==> config.mk <==
export PLATFORM = sky130hd
export DESIGN_NAME = bar_param_scheduler
export DESIGN_NICKNAME = d
export VERILOG_FILES = /design/src/rtl/bar_param_scheduler.sv
export SDC_FILE = /design/constraint.sdc
export NUM_CORES = 1
export LEC_CHECK = 0
export CORE_UTILIZATION = 45
export CTS_BUF_LIST = sky130_fd_sc_hd__clkbuf_16
export CTS_CLUSTER_DIAMETER = 50
export DETAILED_ROUTE_END_ITERATION = 10
export HOLD_SLACK_MARGIN = 0.06
export PLACE_DENSITY_LB_ADDON = 0.25
export SLEW_MARGIN = 20
export SYNTH_ARGS = -nofsm -noshare
export SYNTH_HDL_FRONTEND = slang
export SYNTH_SLANG_ARGS = --single-unit
==> constraint.sdc <==
create_clock -name clk_in -period 3.1 [get_ports clk_in]
set_input_delay 0.62 -clock clk_in [delete_from_list [all_inputs] [get_ports clk_in]]
set_output_delay 0.62 -clock clk_in [all_outputs]
set_load 0.01 [all_outputs]
==> src/rtl/bar_param_scheduler.sv <==
// bar_param_scheduler
// Picks new random bar-pattern parameters for the thick-bar video generator.
// The parameters change only during vertical blanking, so a frame never shows a half-updated
// pattern.
//
// Operation:
//   - Tempo pulses are counted.
//   - When an update is due, the block waits for the start of vblank.
//   - It then fills one shadow slot per cycle from the LFSR words.
//   - Finally it commits all slots and both colours in a single edge.
//
// Ports:
//   clk_in          system/pixel clock
//   reset           synchronous, active-high reset
//   half_sec_pulse  one-cycle tempo pulse
//   h_count/v_count raster position from vga_sync (12 bits each)
//   rnd_a/rnd_b     LFSR words (13 bits), sampled in LOAD and COMMIT cycles
//   slope_bus       active slope per slot, slot k at [4k+3:4k]
//   offset_bus      active offset per slot, slot k at [4k+3:4k]
//   width_bus       active half-width per slot, slot k at [8k+7:8k]
//   fg_rgb/bg_rgb   active bar/background colour {r,g,b}
//   busy            high while an update is armed, loading or committing
//   update_done     one-cycle pulse in the first cycle the new parameters are active
module bar_param_scheduler #(
    parameter int unsigned NUM_SLOTS        = 4,
    parameter int unsigned V_PIXEL_MAX      = 960,
    parameter int unsigned BEATS_PER_UPDATE = 1,
    parameter int unsigned WIDTH_MIN        = 8
) (
    input  logic                     clk_in,
    input  logic                     reset,
    input  logic                     half_sec_pulse,
    input  logic [11:0]              h_count,
    input  logic [11:0]              v_count,
    input  logic [12:0]              rnd_a,
    input  logic [12:0]              rnd_b,
    output logic [4*NUM_SLOTS-1:0]   slope_bus,
    output logic [4*NUM_SLOTS-1:0]   offset_bus,
    output logic [8*NUM_SLOTS-1:0]   width_bus,
    output logic [11:0]              fg_rgb,
    output logic [11:0]              bg_rgb,
    output logic                     busy,
    output logic                     update_done
);

    localparam int unsigned    IdxW       = (NUM_SLOTS > 1) ? $clog2(NUM_SLOTS) : 1;
    localparam logic [IdxW-1:0] IdxLast   = IdxW'(NUM_SLOTS - 1);
    localparam logic [3:0]     BeatLast   = 4'(BEATS_PER_UPDATE - 1);
    localparam logic [11:0]    VblankLine = 12'(V_PIXEL_MAX);
    localparam logic [7:0]     WidthMin   = 8'(WIDTH_MIN);

    typedef enum logic [1:0] {StIdle, StArmed, StLoad, StCommit} state_e;

    state_e          state_q;
    logic [3:0]      beat_q;
    logic            pending_q;
    logic [IdxW-1:0] idx_q;

    logic [3:0] slope_q     [NUM_SLOTS];
    logic [3:0] offset_q    [NUM_SLOTS];
    logic [7:0] width_q     [NUM_SLOTS];
    logic [3:0] slope_sh_q  [NUM_SLOTS];
    logic [3:0] offset_sh_q [NUM_SLOTS];
    logic [7:0] width_sh_q  [NUM_SLOTS];

    logic       vblank_start;
    logic       beat_hit;
    logic [3:0] slope_new;
    logic [7:0] width_new;
    logic       unused_rnd;

    assign vblank_start = (v_count == VblankLine) && (h_count == 12'd0);
    assign beat_hit     = half_sec_pulse && (beat_q == BeatLast);
    // A zero slope would draw a degenerate bar, so it is bumped to 1.
    assign slope_new    = (rnd_a[3:0] == 4'd0) ? 4'd1 : rnd_a[3:0];
    assign width_new    = (rnd_b[7:0] < WidthMin) ? WidthMin : rnd_b[7:0];
    assign unused_rnd   = rnd_a[12] ^ rnd_b[12];

    always_ff @(posedge clk_in) begin
        if (reset) begin
            state_q     <= StIdle;
            beat_q      <= 4'd0;
            pending_q   <= 1'b0;
            idx_q       <= '0;
            busy        <= 1'b0;
            update_done <= 1'b0;
            fg_rgb      <= 12'hF00;
            bg_rgb      <= 12'h000;
            for (int k = 0; k < NUM_SLOTS; k++) begin
                slope_q[k]     <= 4'(k + 1);
                offset_q[k]    <= 4'd0;
                width_q[k]     <= 8'd32;
                slope_sh_q[k]  <= 4'(k + 1);
                offset_sh_q[k] <= 4'd0;
                width_sh_q[k]  <= 8'd32;
            end
        end else begin
            update_done <= 1'b0;

            if (half_sec_pulse) begin
                beat_q <= beat_hit ? 4'd0 : beat_q + 4'd1;
            end

            unique case (state_q)
                StIdle: begin
                    // A fresh request or a leftover pending one both arm; they coalesce.
                    if (beat_hit || pending_q) begin
                        state_q   <= StArmed;
                        busy      <= 1'b1;
                        pending_q <= 1'b0;
                    end
                end
                StArmed: begin
                    if (vblank_start) begin
                        idx_q   <= '0;
                        state_q <= StLoad;
                    end
                end
                StLoad: begin
                    slope_sh_q[idx_q]  <= slope_new;
                    offset_sh_q[idx_q] <= rnd_a[7:4];
                    width_sh_q[idx_q]  <= width_new;
                    if (idx_q == IdxLast) begin
                        state_q <= StCommit;
                    end else begin
                        idx_q <= idx_q + IdxW'(1);
                    end
                end
                StCommit: begin
                    for (int k = 0; k < NUM_SLOTS; k++) begin
                        slope_q[k]  <= slope_sh_q[k];
                        offset_q[k] <= offset_sh_q[k];
                        width_q[k]  <= width_sh_q[k];
                    end
                    fg_rgb      <= rnd_a[11:0];
                    bg_rgb      <= rnd_b[11:0];
                    update_done <= 1'b1;
                    busy        <= 1'b0;
                    state_q     <= StIdle;
                end
                default: begin
                    state_q <= StIdle;
                end
            endcase

            // Requests arriving while an update is in flight are remembered once.
            if (beat_hit && (state_q != StIdle)) begin
                pending_q <= 1'b1;
            end
        end
    end

    always_comb begin
        slope_bus  = '0;
        offset_bus = '0;
        width_bus  = '0;
        for (int k = 0; k < NUM_SLOTS; k++) begin
            slope_bus[4*k +: 4]  = slope_q[k];
            offset_bus[4*k +: 4] = offset_q[k];
            width_bus[8*k +: 8]  = width_q[k];
        end
    end

endmodule
==> results.md <==
- Yosys top cell by area: edfxtp_1
- RePlAce Congestion: 0.765
- # clock sinks: 163
- Routed wl met3: 763 µm
- Setup crit start: state_q[0]
- Syn_nets: 521
- Met1 wire length: 5.70 mm
- Via count: 4042
- Crit path kind: flip-flop to flip-flop
- Final period utilization: 74.5%
- RR Startpoint: state_q[0]
- Min-delay worst type: flip-flop to flip-flop
- Leak Pwr: 0.00323 µW
- Clock skew: 0.00679 ns
- Period minus WS final: 2.31 ns
- Synthesized instance count: 460
- Die width: 121 µm
- WL/cell: 16.6 µm
- Cell variety after synth: 38
- Slew margin rel.: 47.8%
- Worst Reg-to-Reg Cells: 6
- Worst hold start: bg_rgb[2]
- Final ANT Viol Nets: 0
- Syn avg cell area: 13.9 µm²
- Postcts setup bufs: 0
- Worst Hold Depth: 2
- Drt pass-1 iters: 4
- Placed wire-length estimate: 9.12 mm
- Fin worst setup slack: 0.790 ns
- Max-Cap Viols: 0
- TritonCTS Buffers: 17
- Synth Cell Area: 0.00639 mm²
- Root Driver: clkbuf_16
- Cells resized by post-CTS repair: 0
- First-pass GRT wire length: 20.8 mm
- Top routing layer used: met4
- Antenna violations before repair: 0
- Most frequent cells in the layout: clkdlybuf4s50_1 (139), edfxtp_1 (128), and3_1 (53), nor2_1 (50), and2_1 (40)
- Max IR drop VDD: 0.414 mV
- Hold WS: 0.486 ns
- Max Slew Vio Count: 0
- # fillers: 1094
- #FFs+latches synth: 163
- WP data required: 3.23 ns
- Reg-to-reg setup timing slack: 0.79 ns
- Setup TNS: 0 ns
- Layout Nets: 668
- Clock latency at the later pin of the worst-skew pair: 0.42 ns
- PwrDens: 627 mW/mm²
- Largest cells by area after synthesis: edfxtp_1 (60%), dfxtp_1 (11%), and3_1 (5.2%)
- CP endpoint: offset_sh_q[0][2]
- Top-Level Pins: 143
- Met2 WL post-DR: 6.63 mm
- Clk buf depth: 2
- H-tree levels: 4
- RSZ-0062 raised after global routing: false
- Vias per std cell: 5.05
- Setup violators final: 0
- Fmax: 0.433 GHz
- Status: finished clean
- Antenna Cells: 0
- Crit path max fanout: 12
- CTS tree: built
- Drt drc: 0
- Layout cell share with drive strength beyond 1: 8.87%
- Crit path launch type: flip-flop
- GRT Overall Usage: 19.3%
- IO buf count: 140
- Reg clk slew, reported paths: 0.06 ns
- Vias in the first global route: 4097
- Initial core utilization: 46.0%
- Ys Warns: 0
- Total core area: 0.0139 mm²
- Area share of the largest cell type after synthesis: 60.2%
- # hold bufs at CTS: 0
- Die Y: 121 µm
- Largest net degree at the start of global routing: 70
- Area Overhead vs Synth: 34.5%
- Die footprint: 0.0147 mm²
- Register area share after synthesis: 71.1%
- CP arrival: 2.44 ns
- Design Power: 5390 µW
- GR Overflow Total: 0
- Post-Route WL: 13.3 mm
- Worst setup EP type: flip-flop
- Slew @ Worst Pin: 0.784 ns
- Most common cell after layout, fill and taps aside: clkdlybuf4s50_1
- Final hold vios: 0
- FP Rows: 43
- Crit Reg-Reg Endpoint: offset_sh_q[0][2]
- Pre-CTS setup slack: 0.520 ns
- Initial DRC Count: 254
critical path, stage by stage, from the launching register on:
cell and delay, ns:
dfxtp_1 0.33, inv_1 0.13, ha_1 0.19, nand2b_1 0.26
or3_1 0.49, nand2_1 0.34, buf_4 0.27
Yosys cell counts, drive strengths merged:
master and n:
edfxtp 128, and3 53, nor2 50, and2 40, dfxtp 35, clkbuf 27, mux2i 24, nand2 15
nand2b 10, or3 10, inv 9, ha 8, nor3 5, nor4 5, a21oi 4, nand4 3
nor2b 3, nor3b 3, o211ai 3, o21ai 3, a211o 2, a31oi 2, a41oi 2, and4bb 2
or2 2, or4 2, a211oi 1, a22oi 1, buf 1, nand3 1, nand3b 1, o311a 1
o311ai 1, o41ai 1, or4b 1, xor2 1
cells by family after synthesis:
logic type / synth area share, %
adders and majority gates: 1.57
DFF: 71.1
buffers and inverters: 2.19
AOI/OAI and AO/OA: 2.31
and+or+nand+nor: 18.9
xor gates and xnor gates: 0.137
muxes: 3.76
worst min-delay path by stage:
stage and to:
2_1_floorplan slope_q[0][0], 3_3_place_gp fg_rgb[9], 3_5_place_dp busy, 4_1_cts busy
5_1_grt busy, 6_report bg_rgb[2]
layout make-up:
type / count / area [µm²] / share of cell area, %
sequential: 163 / 4540 / 52.9
multi-input combinational: 260 / 1710 / 19.9
timing repair buffer: 156 / 1530 / 17.8
clock buffer: 17 / 425 / 4.95
tap: 180 / 225 / 2.62
clock inverter: 15 / 128 / 1.49
inverter: 9 / 33.8 / 0.393
per-layer routing:
metal  vias up  global-route usage, %
li1       1954                      -
met1      1933                   23.7
met2       138                   32.4
met3        17                   4.23
met4         0                   8.95
met5         -                      0
registers in the layout (all words and copies together) (netlist names):
name and cells:
bg_rgb 12, state_q 2, slope_q 16, idx_q 2, update_done 1, width_q 32
fg_rgb 12, beat_q 4, offset_q 16, slope_sh_q 16, busy 1, pending_q 1
width_sh_q 32, offset_sh_q 16
power breakdown:
group          switching [µW]  internal [µW]
Clock                     794           1160
Sequential               73.5           2560
Combinational             419            386
Total                    1290           4100
metrics by stage:
step	utilization, %	area [µm²]	cells
2_1_floorplan	-	6390	460
3_3_place_gp	57.9	8040	768
3_5_place_dp	57.9	8040	768
4_1_cts	61.9	8590	800
5_1_grt	61.9	8590	800
6_report	61.9	8590	800
No activity file was read; power rests on OpenSTA's default activity.
